### config.mk
export PLATFORM = sky130hd
export DESIGN_NAME = scmp_bus_responder_flat
export DESIGN_NICKNAME = d
export VERILOG_FILES = /design/src/rtl/scmp_bus_pak.sv /design/src/rtl/scmp_bus_responder_if.sv /design/src/rtl/scmp_bus_wait_timer.sv /design/src/rtl/scmp_bus_responder.sv /design/src/flat_wrapper.sv
export SDC_FILE = /design/constraint.sdc
export NUM_CORES = 1
export LEC_CHECK = 0
export CORE_ASPECT_RATIO = 0.9
export CORE_MARGIN = 3
export CORE_UTILIZATION = 40
export CTS_CLUSTER_SIZE = 16
export DETAILED_ROUTE_END_ITERATION = 8
export PLACE_DENSITY = 0.81
export SLEW_MARGIN = 20
export SYNTH_ARGS = -nofsm -noshare
export SYNTH_HDL_FRONTEND = slang
export SYNTH_SLANG_ARGS = --single-unit
### constraint.sdc
create_clock -name clk -period 2 [get_ports clk]
set_input_delay 0.4 -clock clk [delete_from_list [all_inputs] [get_ports clk]]
set_output_delay 0.4 -clock clk [all_outputs]
set_load 0.02 [all_outputs]
### src/rtl/scmp_bus_pak.sv
// Shared types and constants for the SC/MP bus responder.
package scmp_bus_pak;

  typedef enum logic [1:0] {
    IDLE    = 2'd0,
    RD_WAIT = 2'd1,
    WR_WAIT = 2'd2,
    DONE    = 2'd3
  } RESP_STATE_t;

  typedef struct packed {
    logic h;
    logic d;
    logic i;
    logic r;
  } BUS_FLAGS_t;

  localparam logic [7:0] TO_DATA_DEF = 8'hFF;

endpackage

### src/rtl/scmp_bus_responder_if.sv
// CPU-side SC/MP bus: strobes and flags from the sequencer, read data and stall back.
interface scmp_bus_responder_if #(
  parameter int ADDR_W = 16
) ();

  logic              ADS_n;
  logic              RD_n;
  logic              WR_n;
  logic              F_R;
  logic              F_I;
  logic              F_D;
  logic              F_H;
  logic [ADDR_W-1:0] addr;
  logic [7:0]        dout;
  logic [7:0]        din;
  logic              hold;

  modport master (
    output ADS_n, RD_n, WR_n, F_R, F_I, F_D, F_H, addr, dout,
    input  din, hold
  );

  modport slave (
    input  ADS_n, RD_n, WR_n, F_R, F_I, F_D, F_H, addr, dout,
    output din, hold
  );

endinterface

### src/rtl/scmp_bus_wait_timer.sv
// Wait-cycle counter for a pending memory request; tc marks the last allowed wait cycle.
module scmp_bus_wait_timer #(
  parameter int TIMEOUT = 255
) (
  input  logic clk,
  input  logic rst_n,
  input  logic clr,
  input  logic en,
  output logic tc
);

  if (TIMEOUT == 0) begin : g_off
    assign tc = 1'b0;
  end else begin : g_on
    localparam int CW = $clog2(TIMEOUT + 1);
    logic [CW-1:0] cnt;

    // tc fires on the TIMEOUT-th waiting cycle, so the request is dropped after exactly TIMEOUT cycles
    assign tc = en && (cnt == CW'(TIMEOUT - 1));

    // count waiting cycles; held at zero while no request is outstanding
    always_ff @(posedge clk or negedge rst_n) begin
      if (!rst_n) begin
        cnt <= '0;
      end else if (clr) begin
        cnt <= '0;
      end else if (en && !tc) begin
        cnt <= cnt + 1'b1;
      end
    end
  end

endmodule

### src/rtl/scmp_bus_responder.sv
// Memory-side responder: turns SC/MP bus strobes into single req/ack memory transactions
// and stalls the sequencer with bus_hold until the access completes.
module scmp_bus_responder
  import scmp_bus_pak::*;
#(
  parameter int         ADDR_W  = 16,
  parameter int         TIMEOUT = 255,
  parameter logic [7:0] TO_DATA = TO_DATA_DEF
) (
  input  logic              clk,
  input  logic              rst_n,
  scmp_bus_responder_if.slave bus,
  output logic              mem_req,
  output logic              mem_we,
  output logic [ADDR_W-1:0] mem_addr,
  output logic [7:0]        mem_wdata,
  input  logic [7:0]        mem_rdata,
  input  logic              mem_ack,
  output logic [3:0]        cyc_flags,
  output logic              halt_pulse,
  output logic              err_timeout,
  output logic              err_proto
);

  RESP_STATE_t state;
  BUS_FLAGS_t  flags_q;
  logic [7:0]  din_q;
  logic        ads;
  logic        rd;
  logic        wr;
  logic        waiting;
  logic        to_tc;

  assign ads     = ~bus.ADS_n;
  assign rd      = ~bus.RD_n;
  assign wr      = ~bus.WR_n;
  assign waiting = (state == RD_WAIT) || (state == WR_WAIT);

  scmp_bus_wait_timer #(
    .TIMEOUT (TIMEOUT)
  ) u_wait_timer (
    .clk   (clk),
    .rst_n (rst_n),
    .clr   (~waiting),
    .en    (waiting),
    .tc    (to_tc)
  );

  // Stall is combinational so the very first strobe cycle already freezes the PC;
  // gated by reset so the sequencer is never left stalled while we are held in reset.
  assign bus.hold  = rst_n & (rd | wr) & (state != DONE);
  assign bus.din   = din_q;
  assign cyc_flags = flags_q;

  // bus cycle FSM with address/flag latch, access launch, completion and error flags
  always_ff @(posedge clk or negedge rst_n) begin
    if (!rst_n) begin
      state       <= IDLE;
      mem_req     <= 1'b0;
      mem_we      <= 1'b0;
      mem_addr    <= '0;
      mem_wdata   <= 8'h00;
      din_q       <= 8'h00;
      flags_q     <= '0;
      halt_pulse  <= 1'b0;
      err_timeout <= 1'b0;
      err_proto   <= 1'b0;
    end else begin
      halt_pulse <= 1'b0;
      case (state)
        IDLE, DONE: begin
          // ADS and a strobe in the same cycle: mem_addr picks up the incoming address
          if (ads) begin
            mem_addr   <= bus.addr;
            flags_q    <= '{h: bus.F_H, d: bus.F_D, i: bus.F_I, r: bus.F_R};
            halt_pulse <= bus.F_H;
          end
          if (state == DONE) begin
            // strobes must both be seen high before another access is accepted
            if (!rd && !wr) state <= IDLE;
          end else if (rd && wr) begin
            err_proto <= 1'b1;
          end else if (rd) begin
            state   <= RD_WAIT;
            mem_req <= 1'b1;
            mem_we  <= 1'b0;
          end else if (wr) begin
            state     <= WR_WAIT;
            mem_req   <= 1'b1;
            mem_we    <= 1'b1;
            mem_wdata <= bus.dout;
          end
        end
        RD_WAIT, WR_WAIT: begin
          if (ads) err_proto <= 1'b1;
          // an ack coinciding with the timeout is a normal completion
          if (mem_ack) begin
            mem_req <= 1'b0;
            state   <= DONE;
            if (state == RD_WAIT) din_q <= mem_rdata;
          end else if (to_tc) begin
            mem_req     <= 1'b0;
            err_timeout <= 1'b1;
            state       <= DONE;
            if (state == RD_WAIT) din_q <= TO_DATA;
          end
        end
        default: state <= IDLE;
      endcase
    end
  end

endmodule

### src/flat_wrapper.sv
// flat-port wrapper written by rule: the top's interface ports become plain ports
module scmp_bus_responder_flat import scmp_bus_pak::*;
#(
  parameter int         ADDR_W  = 16,
  parameter int         TIMEOUT = 255,
  parameter logic [7:0] TO_DATA = TO_DATA_DEF
)
  (clk, rst_n, mem_req, mem_we, mem_addr, mem_wdata, mem_rdata, mem_ack, cyc_flags, halt_pulse, err_timeout, err_proto, bus_ADS_n, bus_RD_n, bus_WR_n, bus_F_R, bus_F_I, bus_F_D, bus_F_H, bus_addr, bus_dout, bus_din, bus_hold);
  scmp_bus_responder_if #(.ADDR_W(ADDR_W)) bus_i ();
  input  logic clk;
  input  logic rst_n;
  output logic mem_req;
  output logic mem_we;
  output logic [ADDR_W-1:0] mem_addr;
  output logic [7:0] mem_wdata;
  input  logic [7:0] mem_rdata;
  input  logic mem_ack;
  output logic [3:0] cyc_flags;
  output logic halt_pulse;
  output logic err_timeout;
  output logic err_proto;
  input wire logic [$bits(bus_i.ADS_n)-1:0] bus_ADS_n;
  input wire logic [$bits(bus_i.RD_n)-1:0] bus_RD_n;
  input wire logic [$bits(bus_i.WR_n)-1:0] bus_WR_n;
  input wire logic [$bits(bus_i.F_R)-1:0] bus_F_R;
  input wire logic [$bits(bus_i.F_I)-1:0] bus_F_I;
  input wire logic [$bits(bus_i.F_D)-1:0] bus_F_D;
  input wire logic [$bits(bus_i.F_H)-1:0] bus_F_H;
  input wire logic [$bits(bus_i.addr)-1:0] bus_addr;
  input wire logic [$bits(bus_i.dout)-1:0] bus_dout;
  output wire logic [$bits(bus_i.din)-1:0] bus_din;
  output wire logic [$bits(bus_i.hold)-1:0] bus_hold;
  assign bus_i.ADS_n = bus_ADS_n;
  assign bus_i.RD_n = bus_RD_n;
  assign bus_i.WR_n = bus_WR_n;
  assign bus_i.F_R = bus_F_R;
  assign bus_i.F_I = bus_F_I;
  assign bus_i.F_D = bus_F_D;
  assign bus_i.F_H = bus_F_H;
  assign bus_i.addr = bus_addr;
  assign bus_i.dout = bus_dout;
  assign bus_din = bus_i.din;
  assign bus_hold = bus_i.hold;
  scmp_bus_responder #(.ADDR_W(ADDR_W), .TIMEOUT(TIMEOUT), .TO_DATA(TO_DATA)) u_core (.clk(clk), .rst_n(rst_n), .bus(bus_i), .mem_req(mem_req), .mem_we(mem_we), .mem_addr(mem_addr), .mem_wdata(mem_wdata), .mem_rdata(mem_rdata), .mem_ack(mem_ack), .cyc_flags(cyc_flags), .halt_pulse(halt_pulse), .err_timeout(err_timeout), .err_proto(err_proto));
endmodule
==> impl_metrics.toml, run 1 <==
[status]
status = "finished clean"

[min_path]
hp-class = "in2async"

[sta]
whs_ps = 228
finClkSkew_ps = 5.86
hold_viol_final = 0
maxSlewViolCount = 0
layout_worst_path_cycle_share_pct = 93.6
slew-limit-headroom_pct = 56.9
timing.fmax_mhz = 534
setup_viol = 0
fin_crit_ps = 1870
grt_setup_unrepaired = "no"
tightest_slew_ps = 646

[finish]
final_cell_mix = "clkdlybuf4s50_1, dfrtp_1, mux2_2"
stdcell_count = 341
num_antenna_cells = 0
fin_nets = 321
seq_area_um2 = 1280
final_core_util_pct = 61.5
fillCellCount = 448
area_growth_pct = 45.6
final_common_cell = "clkdlybuf4s50_1"
drive_gt1_share_pct = 17.9
multi_input_area_um2 = 887

[placed_design]
portBuffers = 83
dpl.cell_count = 334
gp_congestion = 0.807
hpwl_mm = 3.84

[flow_run]
maxCapViolations = 0

[clock_network]
clock_latency_ps = 300
cts.sinks = 51
htree_levels = 2
clock_tree.buffer_depth = 2
post_cts_buffers = 0
root_buffer = "clkbuf_8"
cts_hold_buf = 0
tritoncts = "yes"
clk_pin_slew_ps = 90
numCtsBuffers = 5

[grt]
grt_antenna_before_repair = 0
globalRouteOverflowTotal = 0
grt_usage_pct = 17.0
grt_busiest_layer = "met2"
met2_usage_pct = 27.1
grtUsageMet1_pct = 21.7
met3_usage_pct = 6.58
grt_start_max_net_pins = 52
grt_pass1_wl_mm = 9.03
grt_pass1_vias = 1927

[detailed_routing]
ant_nets = 0
viasPerCell = 5.21
drcViolationCount = 0
routed_wl_mm = 5.31
vias = 1777
drt-initial-drc-count = 65
wire_per_inst_um = 15.6
dr.pass1.iters = 5

[yosys]
syn_nets = 232
synth_top_area_share_pct = 56.2
avgSynthCellArea_um2 = 12.3
ys_types = 38
syn_area_um2 = 2270
seq_area_frac_synth_pct = 56.2
syn_inst = 185
synth_area_leaders = "dfrtp_1, mux2_2, ha_1"
yosysWarningCount = 0
ys_seq_elements = 51
synth_largest_area_cell = "dfrtp_1"

[die]
rows = 25
ios = 84
start_util_pct = 42.2
core_area_um2 = 5380
die_w_um = 85.4
dieArea_um2 = 6620
die_y_um = 77.5

[worst_setup_path]
worstSetupStartpointType = "register"
cp.arrival_ps = 2040
crit_type = "reg2reg"
r2r_cells = 6
crit_path_end_kind = "register"
r2r_end = "u_core.bus.din[5]"
crit_start = "u_core.state[0]"
r2r_start = "u_core.state[0]"
worstPathRequired_ps = 2170
rrSetupSlack_ps = 130
critPathMaxFanout = 11

[pwr]
p_per_area_nw_per_um2 = 1560
p_leak_nw = 1.37
ir_drop_v = 0.00110
[timing repair]
item / 4_1_cts / 5_1_grt
resized for setup: 1 / 3
setup endpoints to repair: 1 / 20
endpoints found under the hold margin: 0 / 0
[logic make-up after synthesis]
kind of cell	synth area share, %
compound gates	13.5
xor+xnor	0.386
fa+ha+maj	2.75
buf+inv	4.96
flops	56.2
mux	14.3
simple gates	7.88
[state kept, by name (all words and copies together) (netlist names)]
| register | flops |
|---|---|
| u_core.state | 2 |
| u_core.mem_wdata | 8 |
| u_core.cyc_flags | 4 |
| u_core.err_timeout | 1 |
| u_core.err_proto | 1 |
| u_core.bus.din | 8 |
| u_core.u_wait_timer.g_on.cnt | 8 |
| u_core.mem_addr | 16 |
| u_core.mem_we | 1 |
| u_core.halt_pulse | 1 |
| u_core.mem_req | 1 |
[metal layers]
layer / up-vias / wire (um) / share of wire, %
met5: - / 0 / 0
met3: 4 / 419 / 7.9
met1: 864 / 2270 / 43
met4: 0 / 32 / 0.60
met2: 52 / 2590 / 49
li1: 857 / - / -
[final cells by class]
| cell class | instances | area share (%) |
|---|---|---|
| multi-input cells | 109 | 26.8 |
| clock inverters | 1 | 0.908 |
| clock buffers | 6 | 2.19 |
| flip-flops and latches | 51 | 38.6 |
| inverters | 15 | 1.70 |
| repair buffers | 92 | 27.2 |
| well taps | 67 | 2.53 |
[critical path: stages, from the launching register on]
cell     delay [ps]
dfrtp_1         430
inv_1            80
ha_2            460
buf_4           180
nand3_1         280
o22ai_1         240
a21oi_1          70
[how the worst max path moves through the flow]
stage / endpoint / slack (ps) / depth (start not counted)
finish: u_core.bus.din[5] / 130 / 6
global route: u_core.bus.din[5] / 10 / 6
CTS: bus_hold / 30 / 4
detailed placement: bus_hold / -120 / 4
global placement: bus_hold / -120 / 4
floorplan: u_core.mem_wdata[0] / 170 / 5
[Yosys cell counts]
master     number
nor2_1          2
a21oi_1        11
o31ai_1         1
and3_1          4
and4_1          1
o21bai_1        3
o311ai_0        1
a41o_1          1
dfrtp_1        51
o32a_1          1
nor4b_4         1
clkbuf_1        1
ha_1            5
nor2b_1         1
a211oi_1        6
a2bb2oi_1       1
nand3_1         2
buf_6           1
nand2b_1        2
o22ai_1         8
inv_1          14
nand2_1         4
buf_1           1
xnor2_1         1
nand4_1         2
a31oi_1         4
nor4bb_1        1
buf_2           6
a32o_1          1
nor3_1          7
mux2_2         28
clkinv_1        1
mux2i_1         1
buf_4           1
a311oi_1        4
and2_1          2
a21oi_2         1
o21ai_0         2
[through the flow]
step                      worst slack (ps)  area (um^2)  total power [W]  setup TNS [ps]
final                                  128         3310          0.00517               0
after detailed placement              -123         3210          0.00451            -123
after global placement                -119         3210          0.00443            -119
after floorplan                        173         2270          0.00328               0
after global routing                  11.9         3310          0.00552               0
after CTS                             27.7         3310          0.00521               0
[report_power, final]
group          switching (W)  internal [W]
registers           0.000273       0.00146
logic                0.00132       0.00143
clock network       0.000324      0.000367
total                0.00191       0.00325
Note: power is estimated with default switching activity, not from simulation.
==> inputs of run 2 (changes only) <==
--- a/config.mk
+++ b/config.mk
@@ -5,6 +5,7 @@
 export SDC_FILE = /design/constraint.sdc
 export NUM_CORES = 1
 export LEC_CHECK = 0
+export ABC_AREA = 1
 export CORE_ASPECT_RATIO = 0.9
 export CORE_MARGIN = 3
 export CORE_UTILIZATION = 40
==> run 2 against run 1 <==
Flip-flop and latch count unchanged. Synthesized area rose by 3.2%. Critical path type is now reg2out. Cell area up 2.7%. Via count rose by 8.4%.
==> impl_metrics.toml, run 2 <==
[die]
ios = 84
die_w_um = 86.7
die_y_um = 78.6
core_area_um2 = 5440
rows = 25
start_util_pct = 43.1
dieArea_um2 = 6810

[pwr]
seqPwrFrac_pct = 32.2
p_sw_w = 0.00204
sw_frac_of_total_pct = 38.6
pwr-share-comb_pct = 54.0
ir_drop_v = 0.000896
p_per_area_nw_per_um2 = 1560
clkPwrFrac_pct = 13.8
p_int_w = 0.00325
p_leak_nw = 1.68

[worst_setup_path]
worst_path_max_delay_cell = "dfrtp_1"
crit_path_end_kind = "output port"
r2r_end = "u_core.mem_addr[4]"
cp.arrival_ps = 1530
critPathMaxFanout = 4
r2r_cells = 5
path_buf_inv = 2
crit_type = "reg2out"
worstPathRequired_ps = 1600
r2r_start = "u_core.state[0]"
crit_path_cell_trace = "ha_1 -> inv_1 -> nand2_1 -> nor2_1 -> dlygate4sd2_1"
max_stage_delay_ps = 430
rrSetupSlack_ps = 240
worstSetupStartpointType = "register"
crit_family = "flip-flops"

[detailed_routing]
dr.pass1.iters = 5
vias = 1926
drcViolationCount = 0
drt-initial-drc-count = 93
viasPerCell = 4.95
wire_per_inst_um = 14.3
routed_wl_mm = 5.58
ant_nets = 0

[sta]
fin_crit_ps = 1930
timing.fmax_mhz = 517
grt_setup_unrepaired = "no"
hold_viol_final = 0
maxSlewViolCount = 0
layout_worst_path_cycle_share_pct = 96.7
tightest_slew_ps = 639
setup_viol = 0
finClkSkew_ps = 6.10
slew-limit-headroom_pct = 57.4
setup_slack_ps = 65.7

[finish]
final_cell_mix = "clkdlybuf4s50_1, dfrtp_1, nand2_1"
fillCellCount = 454
fin_nets = 368
num_antenna_cells = 0
fin_area_um2 = 3400
largest_reg_flops = 16
seq_area_um2 = 1280
final_core_util_pct = 62.4
multi_input_area_um2 = 933
largest_register = "u_core.mem_addr"
final_common_cell = "clkdlybuf4s50_1"
area_growth_pct = 45.0
drive_gt1_share_pct = 17.4

[clock_network]
clk_pin_slew_ps = 90
numCtsBuffers = 5
tritoncts = "yes"
cts_hold_buf = 0
cts_resized = 1
post_cts_buffers = 0
root_buffer = "clkbuf_8"
clock_tree.buffer_depth = 2
htree_levels = 2
cts.sinks = 51
clock_latency_ps = 300

[yosys]
ys_seq_elements = 51
synth_most_common_cell = "dfrtp_1"
synth_area_leaders = "dfrtp_1, nand2_1, mux2_4"
seq_area_frac_synth_pct = 54.5
synthFlopType = "dfrtp_1"
synth_largest_area_cell = "dfrtp_1"
synth_top_area_share_pct = 54.5
syn_inst = 227
ys_types = 29
syn_nets = 274
ys_async_sr_fraction_pct = 100
yosysWarningCount = 0
synthTopCellsByCount = "dfrtp_1, nand2_1, inv_1"
synth_edf_count = 0
avgSynthCellArea_um2 = 10.3
syn_area_um2 = 2340

[flow_run]
maxCapViolations = 0

[placed_design]
portBuffers = 83
post-place-ws_ps = -136
place_area_um2 = 3280
gp_congestion = 0.822
hpwl_mm = 4.22

[min_path]
hp-class = "in2async"

[grt]
grt_usage_pct = 17.0
grt_pass1_vias = 1958
grt_start_max_net_pins = 52
globalRouteOverflowTotal = 0
grt_pass1_wl_mm = 9.09
grt_antenna_before_repair = 0

[status]
status = "finished clean"
==> run 2: cell count changes in the layout (fill, tap and decap cells not counted), moves of 7 or more <==
cell     previous run  this run
inv_1              14        25
mux2_2             28         9
mux2_4              0         9
nand2_1             4        50
nand3_1             2        15
nor2_1              1        13
o21ai_0             2         9
o22ai_1             8         0
==> run 2: power groups by stage <==
stage | Sequential [W] | Combinational, W | Clock [W]
3_5_place_dp | 0.00173 | 0.00287 | 0
4_1_cts | 0.00171 | 0.00289 | 0.000762
5_1_grt | 0.00176 | 0.00309 | 0.000796
2_1_floorplan | 0.00217 | 0.00124 | 0
6_report | 0.00171 | 0.00286 | 0.000732
3_3_place_gp | 0.00170 | 0.00281 | 0
==> run 2: final cells by class <==
type	instances	share of cell area [%]
clock buffers	6	2.43
repair buffers	91	26.0
clock inverters	2	1.03
flip-flops and latches	51	37.6
well taps	67	2.47
multi-input cells	145	27.5
inverters	27	2.98
==> run 2: stage by stage <==
step	cells	hold slack [ps]	total power, W	setup TNS [ps]
after floorplan	227	104	0.00341	0
after global placement	381	453	0.00451	-132
after detailed placement	381	458	0.00460	-136
after CTS	389	268	0.00536	0
after global routing	389	295	0.00565	0
final	389	244	0.00530	0
==> run 2: layer usage <==
layer	GRT usage, %	vias to the layer above	wire [um]
met5	0	-	0
met4	7.32	0	103
met3	2.73	9	390
met2	28.9	81	2800
met1	21.2	920	2290
li1	-	916	-
==> run 2: worst max path at each step <==
stage | to | from | cells past startpoint
2_1_floorplan | u_core.mem_addr[0] | u_core.state[0] | 5
3_3_place_gp | bus_hold | bus_WR_n | 5
3_5_place_dp | bus_hold | bus_WR_n | 5
4_1_cts | bus_hold | u_core.state[0] | 5
5_1_grt | bus_hold | u_core.state[0] | 5
6_report | bus_hold | u_core.state[0] | 5
==> run 2: cell families after synthesis <==
| family | share of synthesized area [%] |
|---|---|
| and+or+nand+nor | 20.0 |
| adders and majority gates | 2.67 |
| buffers and inverters | 5.82 |
| DFF | 54.5 |
| muxes | 10.6 |
| AOI/OAI and AO/OA | 6.51 |
==> run 2: worst reg2reg max path, cell delays in order (launching register included) <==
cell	delay (ps)
dfrtp_1	420
inv_1	60
ha_1	420
nor2_2	180
buf_4	220
mux2_2	360
==> inputs of run 3 (changes only) <==
--- a/config.mk
+++ b/config.mk
@@ -12,6 +12,7 @@
 export CTS_CLUSTER_SIZE = 16
 export DETAILED_ROUTE_END_ITERATION = 8
 export PLACE_DENSITY = 0.81
+export SKIP_LAST_GASP = 1
 export SLEW_MARGIN = 20
 export SYNTH_ARGS = -nofsm -noshare
 export SYNTH_HDL_FRONTEND = slang
==> results of run 3 <==
No change in the layout: final DEF, timing and power equal those of run 2.
